`src/rtl/axis_fifo_reg_if.sv`:
```
`default_nettype none
// ============================================================================
//  Module   : axis_fifo_reg_if
//  Purpose  : AXI-Stream bundle (tdata/tkeep/tlast/tvalid/tready) shared by
//             the slave and master sides of axis_fifo_reg.
//  Modports : master - drives tdata/tkeep/tlast/tvalid, receives tready
//             slave  - receives tdata/tkeep/tlast/tvalid, drives tready
//  Revision : 1.0 - initial release
// ============================================================================
interface axis_fifo_reg_if #(
    parameter int PAR_WDATA_BYTE = 2
);
    logic [8*PAR_WDATA_BYTE-1:0] tdata;
    logic [PAR_WDATA_BYTE-1:0]   tkeep;
    logic                        tlast;
    logic                        tvalid;
    logic                        tready;

    modport master (
        output tdata,
        output tkeep,
        output tlast,
        output tvalid,
        input  tready
    );

    modport slave (
        input  tdata,
        input  tkeep,
        input  tlast,
        input  tvalid,
        output tready
    );
endinterface
`default_nettype wire

```
`src/rtl/axis_fifo_reg.sv`:
```
`default_nettype none
// ============================================================================
//  Module   : axis_fifo_reg
//  Purpose  : DEPTH-entry registered AXI-Stream buffer carrying tdata, tkeep
//             and tlast, with fill-level, almost-full and stored-packet-count
//             status and a synchronous flush. No combinational path exists
//             between the slave and master sides.
//  Ports    : aclk        - clock, rising edge
//             areset      - asynchronous active-high reset
//             flush       - synchronous flush of all contents
//             s_axis      - AXI-Stream input  (slave modport)
//             m_axis      - AXI-Stream output (master modport)
//             level       - number of stored beats
//             almost_full - level >= PAR_AFULL
//             pkt_cnt     - number of stored beats with tlast = 1
//  Revision : 1.0 - initial release
// ============================================================================
module axis_fifo_reg #(
    parameter int PAR_WDATA_BYTE = 2,
    parameter int PAR_DEPTH      = 4,
    parameter int PAR_AFULL      = 3
) (
    input  wire logic                           aclk,
    input  wire logic                           areset,
    input  wire logic                           flush,
    axis_fifo_reg_if.slave                      s_axis,
    axis_fifo_reg_if.master                     m_axis,
    output logic [$clog2(PAR_DEPTH+1)-1:0]      level,
    output logic                                almost_full,
    output logic [$clog2(PAR_DEPTH+1)-1:0]      pkt_cnt
);
    localparam int c_DW = 8 * PAR_WDATA_BYTE;
    localparam int c_KW = PAR_WDATA_BYTE;
    localparam int c_AW = $clog2(PAR_DEPTH);
    localparam int c_LW = $clog2(PAR_DEPTH + 1);

    // Storage (not reset; validity is tracked by the pointers alone)
    logic [c_DW-1:0] r_mem_data [PAR_DEPTH];
    logic [c_KW-1:0] r_mem_keep [PAR_DEPTH];
    logic            r_mem_last [PAR_DEPTH];

    // Pointers carry one extra wrap bit to distinguish full from empty
    logic [c_AW:0]   r_wr_ptr;
    logic [c_AW:0]   r_rd_ptr;
    logic [c_LW-1:0] r_level;
    logic [c_LW-1:0] r_pkt_cnt;
    logic            r_afull;
    logic            r_tready;

    logic            w_empty;
    logic            w_push;
    logic            w_pop;
    logic            w_push_last;
    logic            w_pop_last;
    logic [c_AW:0]   w_wr_nxt;
    logic [c_AW:0]   w_rd_nxt;
    logic [c_LW-1:0] w_level_nxt;
    logic [c_LW-1:0] w_pkt_nxt;
    logic            w_full_nxt;

    assign w_empty = (r_wr_ptr == r_rd_ptr);

    // Handshakes are qualified only by registered state, so tready never
    // depends on m_axis.tready and tvalid never depends on s_axis.
    assign w_push      = s_axis.tvalid & r_tready;
    assign w_pop       = ~w_empty & m_axis.tready;
    assign w_push_last = w_push & s_axis.tlast;
    assign w_pop_last  = w_pop & m_axis.tlast;

    always_comb begin
        w_wr_nxt    = r_wr_ptr + (c_AW+1)'(w_push);
        w_rd_nxt    = r_rd_ptr + (c_AW+1)'(w_pop);
        w_level_nxt = r_level + c_LW'(w_push) - c_LW'(w_pop);
        w_pkt_nxt   = r_pkt_cnt + c_LW'(w_push_last) - c_LW'(w_pop_last);
        w_full_nxt  = (w_wr_nxt[c_AW-1:0] == w_rd_nxt[c_AW-1:0]) &&
                      (w_wr_nxt[c_AW] != w_rd_nxt[c_AW]);
    end

    always_ff @(posedge aclk or posedge areset) begin
        if (areset) begin
            r_wr_ptr  <= '0;
            r_rd_ptr  <= '0;
            r_level   <= '0;
            r_pkt_cnt <= '0;
            r_afull   <= 1'b0;
            r_tready  <= 1'b0;
        end else if (flush) begin
            // Flush wins over any push or pop offered in the same cycle
            r_wr_ptr  <= '0;
            r_rd_ptr  <= '0;
            r_level   <= '0;
            r_pkt_cnt <= '0;
            r_afull   <= 1'b0;
            r_tready  <= 1'b1;
        end else begin
            r_wr_ptr  <= w_wr_nxt;
            r_rd_ptr  <= w_rd_nxt;
            r_level   <= w_level_nxt;
            r_pkt_cnt <= w_pkt_nxt;
            r_afull   <= (w_level_nxt >= c_LW'(PAR_AFULL));
            r_tready  <= ~w_full_nxt;
        end
    end

    always_ff @(posedge aclk) begin
        if (w_push && !flush) begin
            r_mem_data[r_wr_ptr[c_AW-1:0]] <= s_axis.tdata;
            r_mem_keep[r_wr_ptr[c_AW-1:0]] <= s_axis.tkeep;
            r_mem_last[r_wr_ptr[c_AW-1:0]] <= s_axis.tlast;
        end
    end

    assign s_axis.tready = r_tready;
    assign m_axis.tvalid = ~w_empty;
    assign m_axis.tdata  = r_mem_data[r_rd_ptr[c_AW-1:0]];
    assign m_axis.tkeep  = r_mem_keep[r_rd_ptr[c_AW-1:0]];
    assign m_axis.tlast  = r_mem_last[r_rd_ptr[c_AW-1:0]];

    assign level       = r_level;
    assign almost_full = r_afull;
    assign pkt_cnt     = r_pkt_cnt;
endmodule
`default_nettype wire

```
`src/flat_wrapper.sv`:
```
// flat-port wrapper written by rule: the top's interface ports become plain ports
module axis_fifo_reg_flat 
#(
    parameter int PAR_WDATA_BYTE = 2,
    parameter int PAR_DEPTH      = 4,
    parameter int PAR_AFULL      = 3
)
  (aclk, areset, flush, level, almost_full, pkt_cnt, s_axis_tdata, s_axis_tkeep, s_axis_tlast, s_axis_tvalid, s_axis_tready, m_axis_tdata, m_axis_tkeep, m_axis_tlast, m_axis_tvalid, m_axis_tready);
  axis_fifo_reg_if #(.PAR_WDATA_BYTE(PAR_WDATA_BYTE)) s_axis_i ();
  axis_fifo_reg_if #(.PAR_WDATA_BYTE(PAR_WDATA_BYTE)) m_axis_i ();
  input  wire logic aclk;
  input  wire logic areset;
  input  wire logic flush;
  output logic [$clog2(PAR_DEPTH+1)-1:0] level;
  output logic almost_full;
  output logic [$clog2(PAR_DEPTH+1)-1:0] pkt_cnt;
  input wire logic [$bits(s_axis_i.tdata)-1:0] s_axis_tdata;
  input wire logic [$bits(s_axis_i.tkeep)-1:0] s_axis_tkeep;
  input wire logic [$bits(s_axis_i.tlast)-1:0] s_axis_tlast;
  input wire logic [$bits(s_axis_i.tvalid)-1:0] s_axis_tvalid;
  output wire logic [$bits(s_axis_i.tready)-1:0] s_axis_tready;
  output wire logic [$bits(m_axis_i.tdata)-1:0] m_axis_tdata;
  output wire logic [$bits(m_axis_i.tkeep)-1:0] m_axis_tkeep;
  output wire logic [$bits(m_axis_i.tlast)-1:0] m_axis_tlast;
  output wire logic [$bits(m_axis_i.tvalid)-1:0] m_axis_tvalid;
  input wire logic [$bits(m_axis_i.tready)-1:0] m_axis_tready;
  assign s_axis_i.tdata = s_axis_tdata;
  assign s_axis_i.tkeep = s_axis_tkeep;
  assign s_axis_i.tlast = s_axis_tlast;
  assign s_axis_i.tvalid = s_axis_tvalid;
  assign s_axis_tready = s_axis_i.tready;
  assign m_axis_tdata = m_axis_i.tdata;
  assign m_axis_tkeep = m_axis_i.tkeep;
  assign m_axis_tlast = m_axis_i.tlast;
  assign m_axis_tvalid = m_axis_i.tvalid;
  assign m_axis_i.tready = m_axis_tready;
  axis_fifo_reg #(.PAR_WDATA_BYTE(PAR_WDATA_BYTE), .PAR_DEPTH(PAR_DEPTH), .PAR_AFULL(PAR_AFULL)) u_core (.aclk(aclk), .areset(areset), .flush(flush), .s_axis(s_axis_i), .m_axis(m_axis_i), .level(level), .almost_full(almost_full), .pkt_cnt(pkt_cnt));
endmodule
```
`config.mk`:
```
export PLATFORM = sky130hd
export DESIGN_NAME = axis_fifo_reg_flat
export DESIGN_NICKNAME = d
export VERILOG_FILES = /design/src/rtl/axis_fifo_reg_if.sv /design/src/rtl/axis_fifo_reg.sv /design/src/flat_wrapper.sv
export SDC_FILE = /design/constraint.sdc
export NUM_CORES = 1
export LEC_CHECK = 0
export ABC_AREA = 1
export BUFFER_PORTS_ARGS = -buffer_cell sky130_fd_sc_hd__buf_2
export CAP_MARGIN = 10
export CORE_ASPECT_RATIO = 1.5
export CORE_MARGIN = 2
export CORE_UTILIZATION = 34
export DETAILED_ROUTE_END_ITERATION = 6
export HOLD_SLACK_MARGIN = 0.08
export PLACE_DENSITY = 0.5
export SLEW_MARGIN = 20
export SYNTH_ARGS = -nofsm -noshare
export SYNTH_HDL_FRONTEND = slang
export SYNTH_SLANG_ARGS = --single-unit
```
`constraint.sdc`:
```
create_clock -name aclk -period 2.6 [get_ports aclk]
set_input_delay 0.26 -clock aclk [delete_from_list [all_inputs] [get_ports aclk]]
set_output_delay 0.26 -clock aclk [all_outputs]
set_load 0.02 [all_outputs]
```
==> results.toml, run 1 <==
[routing]
wl_met3_um = 235
wl_per_cell_um = 14.8
wl_met1_mm = 3.28
first_pass_iters = 4
viasPerCell = 4.60
routed_wl_mm = 7.40
ant_nets = 0
drc = 0
highest_layer = "met4"
route.met2.wl_mm = 3.76
drt_first_iter_violations = 97
via_count = 2292

[global_routing]
grt_start_max_net_pins = 32
grt_pass1_wl_mm = 12.1
track_usage_pct = 13.7
grt_antenna_before_repair = 0
grt_pass1_vias = 2417
overflow = 0

[layout]
layout-area-overhead-vs-synth_pct = 21.8
fin_util_pct = 42.7
register_area_um2 = 2630
drive_gt1_share_pct = 28.5
fin_nets = 384
n_antenna_cell = 0
fillers = 1036
multiInputGateArea_um2 = 917

[timing]
fmax_mhz = 445
post-route-period-util_pct = 86.3
tns_ns = 0
finalCriticalPeriod_ns = 2.24
setup_viol = 0
rsz0062_at_grt = "false"
hold_viol_final = 0
skew_ns = 0.00549
worstMarginPinSlew_ns = 0.561
maxSlewViolCount = 0
relSlewSlack_pct = 62.5

[placement]
dp_hpwl_mm = 4.86
numPortBuffers = 51
place_congestion = 0.729

[flow_run]
maxCapViolCount = 0

[power_and_ir_drop]
max-vdd-ir-drop_mv = 0.404
power_density_nw_per_um2 = 882
combPwrFrac_pct = 21.5
clkPwrFrac_pct = 35.8
p_leak_nw = 1.81
power.internal_w = 0.00288
p_switching_w = 0.00111
pwr-share-seq_pct = 42.7
switching_share_pct = 27.8

[synth]
async_flop_share_pct = 15.6
synth_edf_count = 76
yosys_warnings = 0
netlist_area_um2 = 3710
synth-main-ff-cell = "edfxtp_1"
seq_area_frac_synth_pct = 70.9
ys_types = 22
ys_ff_latch = 90
synthCells = 287
synth_area_per_cell_um2 = 12.9
synth_nets = 321

[min_path]
holdCritPathClass = "input port to flop"
worstHoldStart = "s_axis_tkeep[0]"
whs_endpoint = "u_core.r_mem_keep[3][0]"
min_path_cells = 1

[cts]
insertion_delay_ns = 0.33
post_cts_buffers = 0
cts_made_buffers = 9
path_clk_slew_ns = 0.06
numClockSinks = 90
tritoncts = "done"
cts_buffer_depth = 2
htree_num_levels = 3
clockRootBuffer = "clkbuf_16"

[floorplanning]
row_count = 46
die_area_um2 = 11800
initial_core_util_pct = 35.1
ios = 52
core_region_area_um2 = 10600
die_h_um = 132
die_width_um = 89.3

[worst_setup_path]
r2r-start = "u_core.r_wr_ptr[1]"
path_class = "flop to flop"
crit_fanout = 5
crit_path_end_kind = "flop"
required_ns = 2.81
r2r_cells = 14
r2r_slack_ns = 0.36
arrival_ns = 2.46
critPathLaunchType = "flop"
timing.rr.end = "u_core.almost_full"
cp-startpoint = "u_core.r_wr_ptr[1]"

[outcome]
status = "complete, no violations"
==> per-stage QoR <==
stage | hold slack (ns) | setup slack, ns | instances | power, W | area (µm²)
floorplan | 0.149 | 0.135 | 287 | 0.00233 | 3710
global placement | 0.342 | 0.392 | 482 | 0.00259 | 4180
detailed placement | 0.337 | 0.349 | 482 | 0.00260 | 4180
CTS | 0.136 | 0.330 | 498 | 0.00404 | 4520
global route | 0.139 | 0.117 | 498 | 0.00419 | 4520
finish | 0.148 | 0.355 | 498 | 0.00399 | 4520
==> kinds of logic after synthesis <==
logic type | share of synthesized area [%]
flip-flops | 70.9
AND/OR/NAND/NOR | 9.80
AO/OA/AOI/OAI | 9.64
buffers and inverters | 4.95
adder cells (fa/ha/maj) | 3.77
XOR/XNOR | 0.944
==> area by class of cell <==
type / count / share of cell area, %
clock buffers: 10 / 5.06
flip-flops and latches: 90 / 58.2
repair buffers: 65 / 8.02
clock inverters: 5 / 2.30
multi-input cells: 158 / 20.3
well taps: 144 / 3.98
inverters: 26 / 2.16
==> power by group through the flow <==
stage | Sequential [W] | Clock (W) | Combinational [W]
global placement | 0.00173 | 0 | 0.000862
finish | 0.00170 | 0.00143 | 0.000858
global route | 0.00171 | 0.00152 | 0.000967
floorplan | 0.00178 | 0 | 0.000551
detailed placement | 0.00173 | 0 | 0.000870
CTS | 0.00170 | 0.00146 | 0.000875
==> cell usage in the layout, fill, tap and decap left out, types with 2 or more instances in the layout <==
| cell | n |
|---|---|
| buf_2 | 51 |
| buf_4 | 13 |
| bufinv_16 | 3 |
| clkbuf_16 | 9 |
| dfrtp_1 | 14 |
| edfxtp_1 | 76 |
| fa_1 | 2 |
| ha_1 | 8 |
| inv_1 | 24 |
| inv_2 | 2 |
| nand2_1 | 25 |
| nand3_1 | 5 |
| nor2_1 | 44 |
| nor2_2 | 8 |
| nor3_2 | 4 |
| o21ai_0 | 36 |
| o21ai_1 | 2 |
| o22ai_1 | 10 |
| o22ai_2 | 8 |
| xnor2_1 | 3 |
==> cells in the mapped netlist (2+ instances only) <==
master    count  area, µm²
edfxtp_1     76       2280
nor2_1       44        165
o21ai_0      36        180
nand2_1      25       93.8
inv_1        24       90.1
dfrtp_1      14        350
o22ai_1      10       62.6
ha_1          8        100
nor2_2        8       50.1
o22ai_2       8        100
buf_2         6       30.0
nand3_1       5       25.0
buf_6         4       45.0
nor3_1        4       20.0
clkbuf_1      3       11.3
xnor2_1       3       26.3
fa_1          2       40.0
inv_2         2       7.51
o21ai_1       2       10.0
==> flip-flops by register name, summed over array words and instances, names as in the netlist <==
register and cells:
u_core.r_wr_ptr 3, u_core.r_mem_last 4, u_core.r_mem_keep 8, u_core.r_rd_ptr 3, u_core.pkt_cnt 3, u_core.level 3, u_core.almost_full 1, u_core.s_axis.tready 1
u_core.r_mem_data 64
==> metal layers <==
| layer | vias to the layer above | track usage, % |
|---|---|---|
| li1 | 1127 | - |
| met1 | 1114 | 17.7 |
| met2 | 41 | 22.2 |
| met3 | 10 | 3.32 |
| met4 | 0 | 4.48 |
| met5 | - | 0 |
==> worst max path at each step <==
stage,slack (ns),cells past startpoint,to
final,0.36,14,u_core.almost_full
after global routing,0.12,14,u_core.almost_full
after CTS,0.33,14,u_core.almost_full
after detailed placement,0.35,14,u_core.almost_full
after global placement,0.39,14,u_core.almost_full
after floorplan,0.14,4,u_core.r_mem_data[1][0]
==> critical path: stages, from the launching register on <==
cell and delay [ns]:
dfrtp_1 0.43, inv_1 0.14, nand2_1 0.07, nand2_1 0.07, nand3_2 0.09, nand2_1 0.10
inv_1 0.06, ha_1 0.27, inv_1 0.05, ha_1 0.14, inv_1 0.05, fa_1 0.48
nor2_1 0.05, nand2_1 0.06, o21ai_0 0.07
==> repair_timing <==
| action | CTS | global route |
|---|---|---|
| hold buffers | 1 | 0 |
| endpoints found under the hold margin | 14 | 0 |
| resized for setup | 0 | 0 |
Power figures use the tool's default switching activity.
==> run 2, diff against run 1 <==
--- a/config.mk
+++ b/config.mk
@@ -5,7 +5,7 @@
 export SDC_FILE = /design/constraint.sdc
 export NUM_CORES = 1
 export LEC_CHECK = 0
-export ABC_AREA = 1
+export ABC_AREA = 0
 export BUFFER_PORTS_ARGS = -buffer_cell sky130_fd_sc_hd__buf_2
 export CAP_MARGIN = 10
 export CORE_ASPECT_RATIO = 1.5
==> run 2 against run 1 <==
  * Combinational power is 6.8% lower
  * Critical path depth fell by 5
  * Worst hold slack lost 0.015 ns
  * Critical endpoint is now u_core.pkt_cnt[2]
==> results.toml, run 2 <==
[worst_setup_path]
required_ns = 2.81
arrival_ns = 2.65
worst_path_max_delay_cell = "mux4_1"
path_class = "flop to flop"
crit_fanout = 4
critPathLaunchType = "flop"
critPathMaxStageDelay_ns = 0.62
crit_path_end_kind = "flop"
crit_chain = "mux4_1, and3_1, ha_1, inv_1, ha_1, inv_1, fa_1, xnor2_1, nor2_1"

[global_routing]
grt_pass1_vias = 1808
grt_pass1_wl_mm = 9.67
track_usage_pct = 12.2
grt_antenna_before_repair = 0
overflow = 0
grt_start_max_net_pins = 20

[timing]
finalCriticalPeriod_ns = 2.44
post-route-period-util_pct = 93.8
relSlewSlack_pct = 63.4
fmax_mhz = 410
worstMarginPinSlew_ns = 0.548
maxSlewViolCount = 0
tns_ns = 0
hold_viol_final = 0
skew_ns = 0.00511
rsz0062_at_grt = "false"
setup_viol = 0

[power_and_ir_drop]
clkPwrFrac_pct = 33.4
power_w = 0.00375
p_switching_w = 0.000989
power.internal_w = 0.00276
switching_share_pct = 26.4
p_leak_nw = 1.62
power_density_nw_per_um2 = 870
pwr-share-seq_pct = 45.2
combPwrFrac_pct = 21.3
max-vdd-ir-drop_mv = 0.390

[cts]
cts_buffer_depth = 2
insertion_delay_ns = 0.34
cts_resized = 0
clockRootBuffer = "clkbuf_16"
cts.hold.buffers_added = 1
tritoncts = "done"
htree_num_levels = 3
cts_made_buffers = 9
numClockSinks = 90
post_cts_buffers = 0
path_clk_slew_ns = 0.06

[routing]
viasPerCell = 4.85
via_count = 1733
wl_per_cell_um = 17.3
routed_wl_mm = 6.17
drt_first_iter_violations = 93
drc = 0
first_pass_iters = 4
ant_nets = 0

[layout]
final_cell_mix = "edfxtp_1, buf_2, mux4_2"
final_common_cell = "edfxtp_1"
largest_reg_flops = 64
drive_gt1_share_pct = 40.8
register_area_um2 = 2630
stdcell_area_um2 = 4310
layout-area-overhead-vs-synth_pct = 22.3
multiInputGateArea_um2 = 868
fin_nets = 269
fillers = 916
n_antenna_cell = 0

[placement]
place_congestion = 0.702
dpl-instance-area_um2 = 4010
dp_hpwl_mm = 4.07
numPortBuffers = 51

[synth]
yosysMostFrequentCell = "edfxtp_1"
ys_ff_latch = 90
async_flop_share_pct = 15.6
synth-main-ff-cell = "edfxtp_1"
synth_common_cells = "edfxtp_1, mux4_2, dfrtp_1, ha_1, inv_1"
synthCells = 167
synth_top_cell_by_area = "edfxtp_1"
ys_types = 24
synth_area_per_cell_um2 = 21.1
synthTopCellsByArea = "edfxtp_1, mux4_2, dfrtp_1"
synth_nets = 201
seq_area_frac_synth_pct = 74.7
netlist_area_um2 = 3530
synth_top_area_share_pct = 64.7
yosys_warnings = 0
synth_edf_count = 76

[floorplanning]
core_region_area_um2 = 10100
die_area_um2 = 11200
ios = 52
row_count = 45
die_h_um = 129
die_width_um = 87.1
initial_core_util_pct = 34.8

[flow_run]
maxCapViolCount = 0

[outcome]
status = "complete, no violations"

[min_path]
holdCritPathClass = "input port to flop"
-- run 2: changes by cell type in the layout (fill, tap and decap cells not counted), sizes merged, moves of 17 or more --
cell / delta
o22ai: -18
mux4: +19
inv: -17
nand2: -24
nor2: -45
o21ai: -38
-- run 2: cells by family after synthesis --
logic type	synth area share, %
flip-flops	74.7
AND/OR/NAND/NOR	3.66
multiplexers	12.2
buffers and inverters	2.13
XOR/XNOR	3.12
adder cells (fa/ha/maj)	3.97
AO/OA/AOI/OAI	0.213
-- run 2: per-stage QoR --
stage | hold slack [ns] | setup slack [ns] | util, % | instances
2_1_floorplan | 0.149 | 0.0198 | - | 167
6_report | 0.133 | 0.162 | 42.5 | 357
3_5_place_dp | 0.344 | 0.139 | 39.5 | 340
5_1_grt | 0.125 | 0.0231 | 42.5 | 357
3_3_place_gp | 0.343 | 0.193 | 39.5 | 340
4_1_cts | 0.120 | 0.145 | 42.5 | 357
-- run 2: worst max-delay path, delay by kind of cell (launching register included) --
family        cells  cell delay, ns
fa+ha+maj         3            0.77
mux               1            0.62
flops             1            0.40
simple gates      2            0.26
xor+xnor          1            0.16
buf+inv           2            0.11
-- run 2: power groups by stage --
stage | sequential [W] | clock (W) | combinational, W
final | 0.00170 | 0.00125 | 0.000800
after global routing | 0.00171 | 0.00134 | 0.000888
after CTS | 0.00170 | 0.00131 | 0.000825
after detailed placement | 0.00173 | 0 | 0.000823
after global placement | 0.00173 | 0 | 0.000822
after floorplan | 0.00177 | 0 | 0.000546
-- run 2: final cells by class --
cell class	count	share of cell area (%)
multi-input cells	64	20.1
well taps	117	3.40
inverters	8	0.696
repair buffers	62	7.89
flip-flops and latches	90	61.1
clock inverters	7	1.60
clock buffers	9	5.22
-- run 2: routing by layer --
layer  up-vias  global-route usage (%)  routed length [µm]
met1       881                    13.8                2400
met4         0                    6.24                 138
met5         -                       0                   0
li1        795                       -                   -
met3        13                    3.53                 293
met2        44                    20.7                3340
-- run 2: worst paths after layout --
path / cells past startpoint / endpoint / start / slack, ns
setup reg to reg: 9 / u_core.pkt_cnt[2] / u_core.r_rd_ptr[0] / 0.16
min in group asynchronous: 3 / u_core.pkt_cnt[2] / areset / 0.50
hold reg to reg: 2 / u_core.r_wr_ptr[2] / u_core.r_wr_ptr[2] / 0.60
hold / removal: 1 / u_core.r_mem_data[2][11] / s_axis_tdata[11] / 0.13
max in group asynchronous: 3 / u_core.r_rd_ptr[2] / areset / 1.73
setup / recovery: 9 / u_core.pkt_cnt[2] / u_core.r_rd_ptr[0] / 0.16
==> run 3, diff against run 2 <==
--- a/config.mk
+++ b/config.mk
@@ -13,7 +13,6 @@
 export CORE_UTILIZATION = 34
 export DETAILED_ROUTE_END_ITERATION = 6
 export HOLD_SLACK_MARGIN = 0.08
-export PLACE_DENSITY = 0.5
 export SLEW_MARGIN = 20
 export SYNTH_ARGS = -nofsm -noshare
 export SYNTH_HDL_FRONTEND = slang
==> constraint.sdc (replaced) <==
create_clock -name aclk -period 2.4 [get_ports aclk]
set_input_delay 0.24 -clock aclk [delete_from_list [all_inputs] [get_ports aclk]]
set_output_delay 0.24 -clock aclk [all_outputs]
set_load 0.02 [all_outputs]
==> run 3 against run 2 <==
  * First-iteration DRC count is 40% lower
  * Worst hold slack worse by 0.014 ns
  * Largest power group unchanged
  * Critical endpoint is now u_core.pkt_cnt[1]
  * Largest cell class unchanged
  * Global-route usage is 0.43 points higher
  * Combinational power is 17% higher
  * Highest routed layer unchanged
  * Worst setup slack worse by 0.052 ns
  * Non-clock buffer count is 5 higher
  * Clock skew is 0.0031 ns higher
==> results.toml, run 3 (synthesis results as in run 2) <==
[worst_setup_path]
endpoint = "u_core.pkt_cnt[1]"
timing.rr.end = "u_core.pkt_cnt[1]"
crit_path_end_kind = "flop"
crit_fanout = 2
critPathMaxStageDelay_ns = 0.53
required_ns = 2.61
r2r_cells = 8
critPathLaunchType = "flop"
cp.buffers_inverters = 2
path_class = "flop to flop"
arrival_ns = 2.50
cp-startpoint = "u_core.r_rd_ptr[0]"
crit_family = "adder cells"
cp.depth = 8
crit_chain = "mux4_2, and3_1, ha_1, inv_1, ha_1, inv_1, fa_2, nor2_1"
worst_path_max_delay_cell = "mux4_2"
r2r_slack_ns = 0.11
r2r-start = "u_core.r_rd_ptr[0]"

[min_path]
min_path_cells = 1
holdCritPathClass = "input port to flop"

[routing]
ant_nets = 0
first_pass_iters = 3
drc = 0
routed_wl_mm = 6.30
via_count = 1759
viasPerCell = 4.86
drt_first_iter_violations = 56
wl_per_cell_um = 17.4

[cts]
tritoncts = "done"
path_clk_slew_ns = 0.06
numClockSinks = 90
cts_made_buffers = 9
htree_num_levels = 3
post_cts_buffers = 0
cts_buffer_depth = 2
insertion_delay_ns = 0.34
clockRootBuffer = "clkbuf_16"

[floorplanning]
core_region_area_um2 = 10100
die_h_um = 129
ios = 52
row_count = 45
die_area_um2 = 11200
die_width_um = 87.1
initial_core_util_pct = 34.8

[global_routing]
track_usage_pct = 12.6
overflow = 0
grt_pass1_vias = 1924
grt_antenna_before_repair = 0
grt_pass1_wl_mm = 10.2
grt_start_max_net_pins = 20

[layout]
fin_cells = 362
final_common_cell = "edfxtp_1"
stdcell_area_um2 = 4390
fin_nets = 274
final_cell_mix = "edfxtp_1, buf_2, mux4_2"
layout-area-overhead-vs-synth_pct = 24.4
fillers = 914
largest_reg_flops = 64
n_antenna_cell = 0
drive_gt1_share_pct = 45.7

[placement]
dp_slack_ns = 0.0888
numPortBuffers = 51
place_congestion = 0.664
dpl-instance-area_um2 = 4080
dp_cells = 345
dp_hpwl_mm = 4.33

[timing]
setup_viol = 0
worstMarginPinSlew_ns = 0.578
skew_ns = 0.00819
rsz0062_at_grt = "false"
maxSlewViolCount = 0
finalCriticalPeriod_ns = 2.29
tns_ns = 0
worst_slack_ns = 0.111
hold_viol_final = 0
fmax_mhz = 437
post-route-period-util_pct = 95.4
relSlewSlack_pct = 61.5

[flow_run]
maxCapViolCount = 0

[power_and_ir_drop]
power_density_nw_per_um2 = 943
max-vdd-ir-drop_mv = 0.573
p_leak_nw = 1.64

[outcome]
status = "complete, no violations"
run 3: cell types whose count changed in the layout (fill, tap and decap cells not counted), sizes merged:
cell / change
buf: +5
clkinvlp: +2
clkinv: -1
inv: -1
run 3: worst min path at each step:
stage,startpoint,end,slack (ns)
5_1_grt,s_axis_tdata[1],u_core.r_mem_data[0][1],0.11
6_report,s_axis_tdata[10],u_core.r_mem_data[3][10],0.12
3_5_place_dp,areset,u_core.pkt_cnt[2],0.33
2_1_floorplan,areset,u_core.almost_full,0.13
4_1_cts,s_axis_tdata[12],u_core.r_mem_data[2][12],0.11
3_3_place_gp,areset,u_core.pkt_cnt[2],0.32
run 3: report_power, final:
part | total (W) | switching, W | internal, W
registers | 0.00184 | 0.0000467 | 0.00179
logic | 0.000937 | 0.000501 | 0.000436
clock network | 0.00136 | 0.000562 | 0.000802
run 3: metal layers:
layer	up-vias	wire [µm]	track usage [%]
met5	-	0	0
li1	802	-	-
met3	12	259	4.17
met4	0	121	4.89
met1	915	2420	14.1
met2	30	3490	22.1
run 3: stage by stage:
step / utilization, % / hold WS, ns / power (W)
2_1_floorplan: - / 0.129 / 0.00255
5_1_grt: 43.3 / 0.114 / 0.00433
3_3_place_gp: 40.2 / 0.325 / 0.00282
4_1_cts: 43.3 / 0.106 / 0.00420
3_5_place_dp: 40.2 / 0.329 / 0.00283
6_report: 43.3 / 0.120 / 0.00414
run 3: what timing repair did:
action,CTS,global route
endpoints found under the setup margin,0,1
hold buffers,1,0
hold endpoints to repair,14,0
gates resized for setup,0,1
run 3: layout make-up:
class / instances / area, µm² / share of cell area (%)
inverters: 8 / 30.0 / 0.685
well taps: 117 / 146 / 3.34
clock inverters: 7 / 70.1 / 1.60
clock buffers: 9 / 225 / 5.13
multi-input cells: 64 / 905 / 20.6
flip-flops and latches: 90 / 2630 / 60.0
repair buffers: 67 / 378 / 8.61
